**src/rtl/xl_pkg.sv**
```systemverilog
// Shared types and constants for the reboot controller.
// State encoding, reboot cause codes and the default software key.
package xl_pkg;

    typedef enum logic [1:0] {
        ST_IDLE,
        ST_DRAIN,
        ST_DELAY,
        ST_FIRE
    } state_t;

    localparam logic [1:0] CAUSE_NONE = 2'd0;
    localparam logic [1:0] CAUSE_SW   = 2'd1;
    localparam logic [1:0] CAUSE_WDT  = 2'd2;

    localparam logic [7:0] DEFAULT_KEY = 8'hA5;

    function automatic int max3(input int a, input int b, input int c);
        int m;
        m = (a > b) ? a : b;
        return (m > c) ? m : c;
    endfunction

endpackage

```
**src/rtl/reboot_wdt.sv**
```systemverilog
// Watchdog counter: runs while enabled in IDLE, kick or disable clears it.
// Expiry is a single-cycle pulse; a kick on the expiry cycle suppresses it.
module reboot_wdt
    import xl_pkg::*;
#(
    parameter int WDT_CYCLES = 100
) (
    input  logic i_clk,
    input  logic i_rst_n,
    input  logic i_run,
    input  logic i_kick,
    output logic o_expire
);

    localparam int W = $clog2(WDT_CYCLES + 1) + 1;

    logic [W-1:0] r_cnt;
    logic         w_hit;

    assign w_hit    = (r_cnt == W'(WDT_CYCLES - 1));
    assign o_expire = i_run & ~i_kick & w_hit;

    always_ff @(posedge i_clk or negedge i_rst_n) begin
        if (!i_rst_n) begin
            r_cnt <= '0;
        end else if (!i_run || i_kick || w_hit) begin
            r_cnt <= '0;
        end else begin
            r_cnt <= r_cnt + 1'b1;
        end
    end

endmodule

```
**src/rtl/reboot_ctrl.sv**
```systemverilog
// Reboot arbiter: keyed sw request or watchdog, flash drain, settle delay,
// then a glitch-free registered 'reboot' level held for the ICAP sequence.
module reboot_ctrl
    import xl_pkg::*;
#(
    parameter logic [7:0] KEY          = DEFAULT_KEY,
    parameter int         DELAY_CYCLES = 1000,
    parameter int         HOLD_CYCLES  = 64,
    parameter int         DRAIN_TMO    = 65535,
    parameter int         WDT_CYCLES   = 0
) (
    input  logic       clk,
    input  logic       rst_n,
    input  logic       req_valid,
    input  logic [7:0] req_key,
    output logic       req_ready,
    input  logic       abort,
    input  logic       flash_busy,
    input  logic       wdt_en,
    input  logic       wdt_kick,
    output logic       reboot,
    output logic       busy,
    output logic [1:0] cause,
    output logic       key_err,
    output logic       fail
);

    localparam int MAXB = max3(DELAY_CYCLES, HOLD_CYCLES, DRAIN_TMO);
    localparam int CW   = $clog2(MAXB + 1) + 1;

    state_t        r_state;
    logic [CW-1:0] r_cnt;
    logic          r_reboot;
    logic [1:0]    r_cause;
    logic          r_key_err;
    logic          r_fail;
    logic          w_idle;
    logic          w_wdt_exp;

    assign w_idle    = (r_state == ST_IDLE);
    assign req_ready = w_idle;
    assign busy      = ~w_idle;
    assign reboot    = r_reboot;
    assign cause     = r_cause;
    assign key_err   = r_key_err;
    assign fail      = r_fail;

    generate
        if (WDT_CYCLES > 0) begin : g_wdt
            reboot_wdt #(
                .WDT_CYCLES(WDT_CYCLES)
            ) u_wdt (
                .i_clk   (clk),
                .i_rst_n (rst_n),
                .i_run   (wdt_en & w_idle),
                .i_kick  (wdt_kick),
                .o_expire(w_wdt_exp)
            );
        end else begin : g_nowdt
            logic w_unused_wdt;
            assign w_unused_wdt = wdt_en ^ wdt_kick;
            assign w_wdt_exp    = 1'b0;
        end
    endgenerate

    always_ff @(posedge clk or negedge rst_n) begin
        if (!rst_n) begin
            r_state   <= ST_IDLE;
            r_cnt     <= '0;
            r_reboot  <= 1'b0;
            r_cause   <= CAUSE_NONE;
            r_key_err <= 1'b0;
            r_fail    <= 1'b0;
        end else begin
            r_key_err <= 1'b0;
            unique case (r_state)
                ST_IDLE: begin
                    r_cnt <= '0;
                    // watchdog outranks a same-cycle sw request
                    if (w_wdt_exp) begin
                        r_state <= ST_DRAIN;
                        r_cause <= CAUSE_WDT;
                        r_fail  <= 1'b0;
                    end else if (req_valid) begin
                        if (req_key == KEY) begin
                            r_state <= ST_DRAIN;
                            r_cause <= CAUSE_SW;
                            r_fail  <= 1'b0;
                        end else begin
                            r_key_err <= 1'b1;
                        end
                    end
                end
                ST_DRAIN: begin
                    if (abort) begin
                        r_state <= ST_IDLE;
                        r_cnt   <= '0;
                    end else if (!flash_busy ||
                                 r_cnt == CW'(DRAIN_TMO - 1)) begin
                        r_state <= ST_DELAY;
                        r_cnt   <= '0;
                    end else begin
                        r_cnt <= r_cnt + 1'b1;
                    end
                end
                ST_DELAY: begin
                    if (abort) begin
                        r_state <= ST_IDLE;
                        r_cnt   <= '0;
                    end else if (r_cnt == CW'(DELAY_CYCLES - 1)) begin
                        r_state <= ST_FIRE;
                        r_cnt   <= '0;
                    end else begin
                        r_cnt <= r_cnt + 1'b1;
                    end
                end
                ST_FIRE: begin
                    if (r_cnt == CW'(HOLD_CYCLES)) begin
                        r_state  <= ST_IDLE;
                        r_cnt    <= '0;
                        r_reboot <= 1'b0;
                        r_fail   <= 1'b1;
                    end else begin
                        r_reboot <= 1'b1;
                        r_cnt    <= r_cnt + 1'b1;
                    end
                end
                default: begin
                    r_state <= ST_IDLE;
                    r_cnt   <= '0;
                end
            endcase
        end
    end

endmodule
```
**config.mk**
```make
export PLATFORM = sky130hd
export DESIGN_NAME = reboot_ctrl
export DESIGN_NICKNAME = d
export VERILOG_FILES = /design/src/rtl/xl_pkg.sv /design/src/rtl/reboot_wdt.sv /design/src/rtl/reboot_ctrl.sv
export SDC_FILE = /design/constraint.sdc
export NUM_CORES = 1
export LEC_CHECK = 0
export CORE_MARGIN = 3
export CORE_UTILIZATION = 47
export DETAILED_ROUTE_END_ITERATION = 7
export PLACE_DENSITY = 0.78
export RECOVER_POWER = 50
export SLEW_MARGIN = 20
export SYNTH_ARGS = -nofsm -noshare
export SYNTH_HDL_FRONTEND = slang
export SYNTH_SLANG_ARGS = --single-unit
```
**constraint.sdc**
```tcl
create_clock -name clk -period 2.08 [get_ports clk]
set_clock_uncertainty 0.2 [all_clocks]
set_input_delay 0.312 -clock clk [delete_from_list [all_inputs] [get_ports clk]]
set_output_delay 0.312 -clock clk [all_outputs]
set_load 0.1 [all_outputs]
```
==> summary.md <==
| Metric | Value |
|---|---|
| Status | completed |
| CTS Root Cell | clkbuf_4 |
| Die width | slightly below 60 µm |
| Main synth FF type | dfrtp_1 |
| Part of the Yosys area used for sequential elements | 44.0% |
| RSZ-0062 raised after global routing | no |
| Total congestion overflow | 0 |
| Number of buffers added on ports | 18 |
| Core footprint | 2570 µm² |
| Area of the mapped netlist | 1310 µm² |
| Overall power | 1550 µW |
| Final cell area excluding filler cells | 1640 µm² |
| Hold Path End | cause[0] |
| Die Y | 58.8 µm |
| Avg WL per Cell | roughly 16 µm |
| Drt first pass iters | 5 |
| Final ANT Viol Nets | 0 |
| Vias | 1138 |
| CTS H-tree depth | 1 |
| Max-slew violations | 0 |
| RR Endpoint | r_cnt[1] |
| Cell count after synthesis | 131 |
| Synth warn | 0 |
| Initial Util | 51.0% |
| Worst hold stages | 1 |
| DRT Wirelength | 2990 µm |
| First-pass GRT wire length | 5070 µm |
| Setup bufs post-CTS | 0 |
| Die area | 3450 µm² |
| Clock Sinks | 23 |
| DRC | 0 |
| Share of layout cells above drive strength 1 | 16.9% |
| RD Place Congestion | approximately 0.9 |
| Slew @ Worst Pin | 1.26 ns |
| Post-DP HPWL | 2250 µm |
| Slew headroom | 15.8% |
| Worst-Skew Late Latency | between 0.3 and 0.4 ns |
| Max FO, Critical Path | 18 |
| Top sig layer | met4 |
| CTS resizes | 0 |
| Wl on met1 | 1310 µm |
| Synth cell types | 38 |
| P_leak | 0.000682 µW |
| Hold WC Path Type | reg -> reg |
| EDFF count, synth | 0 |
| CTS max path bufs | 2 |
| Power per cell area | 943 nW/µm² |
| Clock buffer count from CTS | 3 |
| Crit-path cells | nand4_1, or4_4, a2bb2oi_4, buf_12, a21boi_0 |
| Synth area leaders | dfrtp_1 (44%), a21oi_1 (6.9%), xor2_1 (5.4%) |
| CP endpoint kind | register |
| All-Layer GR Usage | 19.0% |
| Tmin final | 1.98 ns |
| Num ports | 22 |
| Most frequent cells in the layout | dfrtp_1 (23), a21oi_1 (18), buf_4 (14), nand2_1 (10), clkdlybuf4s50_1 (10) |
| R2r worst-path depth | 5 |
| Post-synth ARST share | between 90% and 100% |
| Final Hold Viols | 0 |
| Syn avg cell area | approximately 10 µm² |
| Seq. cell area | roughly 580 µm² |
| Endpoints failing setup | 0 |
| Multi-input gate area in the final layout | 691 µm² |
| Vias per inst | between 5 and 6 |
| Largest net degree at the start of global routing | 24 |
| FF-to-FF Start | r_cnt[10] |
| Site row count | 18 |
| Slowest stage delay, CP | approximately 0.60 ns |
| Placed Area | 1620 µm² |
| R2R setup slack | 0.1 ns |
| Max VDD drop | 1.40 mV |
| NumNets Final | ~180 |
| Max Cap Viol | 0 |
| Most common cell after layout, fill and taps aside | dfrtp_1 |
| Startpoint types | register |
| Drt initial violations | 46 |
| CP Class | reg -> reg |
| Hold path start | cause[0] |
| Antenna violations before repair | 0 |
| Clock transition at path regs | 0.13 ns |
| Ant. Diodes | 0 |
| Post-synth top area share | 44.0% |
| CP Data Arrival Time | 1.98 ns |
| Worst path slowest cell | or4_4 |
| Met2 Wirelength | ~1500 µm |
| Met3 WL post-DR | 117 µm |
| Fmax | between 500 and 600 MHz |
| Number of synthesized register bits | 23 |
| Post-CTS Hold Buffers | 0 |
| Synth area leader | dfrtp_1 |
| Post-synthesis net count | 149 |
| Final period utilization | 95.3% |
| CP Data Required Time | 2.08 ns |
| Fill cells | 226 |
| Area Growth Syn to Fin | 25.2% |
| CTS tree | built |
| Vias in the first global route | 1106 |
cells in the mapped netlist (all sizes together), types with 2 or more instances:
| master | instances |
|---|---|
| a21oi | 18 |
| a22oi | 2 |
| a2bb2oi | 2 |
| and4 | 5 |
| buf | 2 |
| clkbuf | 5 |
| dfrtp | 23 |
| ha | 3 |
| inv | 3 |
| nand2 | 10 |
| nand3 | 5 |
| nand4 | 7 |
| nand4b | 2 |
| nor2 | 3 |
| nor3 | 2 |
| nor3b | 2 |
| nor4 | 3 |
| nor4b | 2 |
| nor4bb | 3 |
| o21ai | 3 |
| or3 | 2 |
| xnor2 | 5 |
| xor2 | 8 |
area by class of cell:
| cell class | instances | area share (%) |
|---|---|---|
| clock buffer | 4 | 1.60 |
| timing repair buffer | 32 | 18.2 |
| inverter | 3 | 0.687 |
| sequential | 23 | 35.1 |
| multi-input combinational | 98 | 42.1 |
| tap | 30 | 2.29 |
per-stage QoR:
step                TNS (ns)  instances  util [%]  worst slack [ns]  hold WS [ns]
floorplan            -0.0954        131         -           -0.0954        -0.184
detailed placement         0        186      63.2            0.0483         0.273
global placement           0        186      63.2             0.169         0.260
global route               0        190      63.8            0.0137         0.311
finish                     0        190      63.8            0.0972         0.299
CTS                        0        190      64.2             0.106         0.161
worst max path at each step:
stage	start	to	slack [ns]	cells after the start
2_1_floorplan	r_state[0]	busy	-0.1	3
3_3_place_gp	abort	r_cnt[14]	0.17	6
3_5_place_dp	abort	r_cnt[15]	0.05	6
4_1_cts	r_cnt[10]	r_cnt[1]	0.11	5
5_1_grt	r_cnt[0]	r_cnt[14]	0.01	7
6_report	r_cnt[10]	r_cnt[1]	0.1	5
registers in the layout, indices dropped and copies added, names as in the netlist:
register and cells:
cause 1, fail 1, r_state 2, reboot 1
key_err 1, r_cnt 17
layer usage:
layer	vias up	global-route usage [%]
li1	544	-
met1	564	24.1
met2	26	32.5
met3	4	3.29
met4	0	6.80
met5	-	0
report_power, final:
part | leakage, µW | total (µW) | internal (µW) | switching, µW
registers | 0.000314 | 554 | 492 | 62.0
logic | 0.000353 | 781 | 275 | 506
clock network | 0.0000150 | 210 | 74.9 | 135
total | 0.000682 | 1550 | 842 | 703
logic make-up after synthesis:
kind of cell,after synthesis,synth area share (%)
flip-flops,23,44.0
buffers and inverters,10,3.82
XOR/XNOR,13,8.70
other,1,0.287
AO/OA/AOI/OAI,30,15.5
adder cells (fa/ha/maj),3,2.87
AND/OR/NAND/NOR,51,24.9
worst max-delay path, delay by kind of cell, from the launching register on:
family | cells | cell delay, ns
and+or+nand+nor | 2 | 0.78
DFF | 1 | 0.46
AOI/OAI and AO/OA | 2 | 0.27
buffers and inverters | 1 | 0.16
No activity file was read; power rests on OpenSTA's default activity.
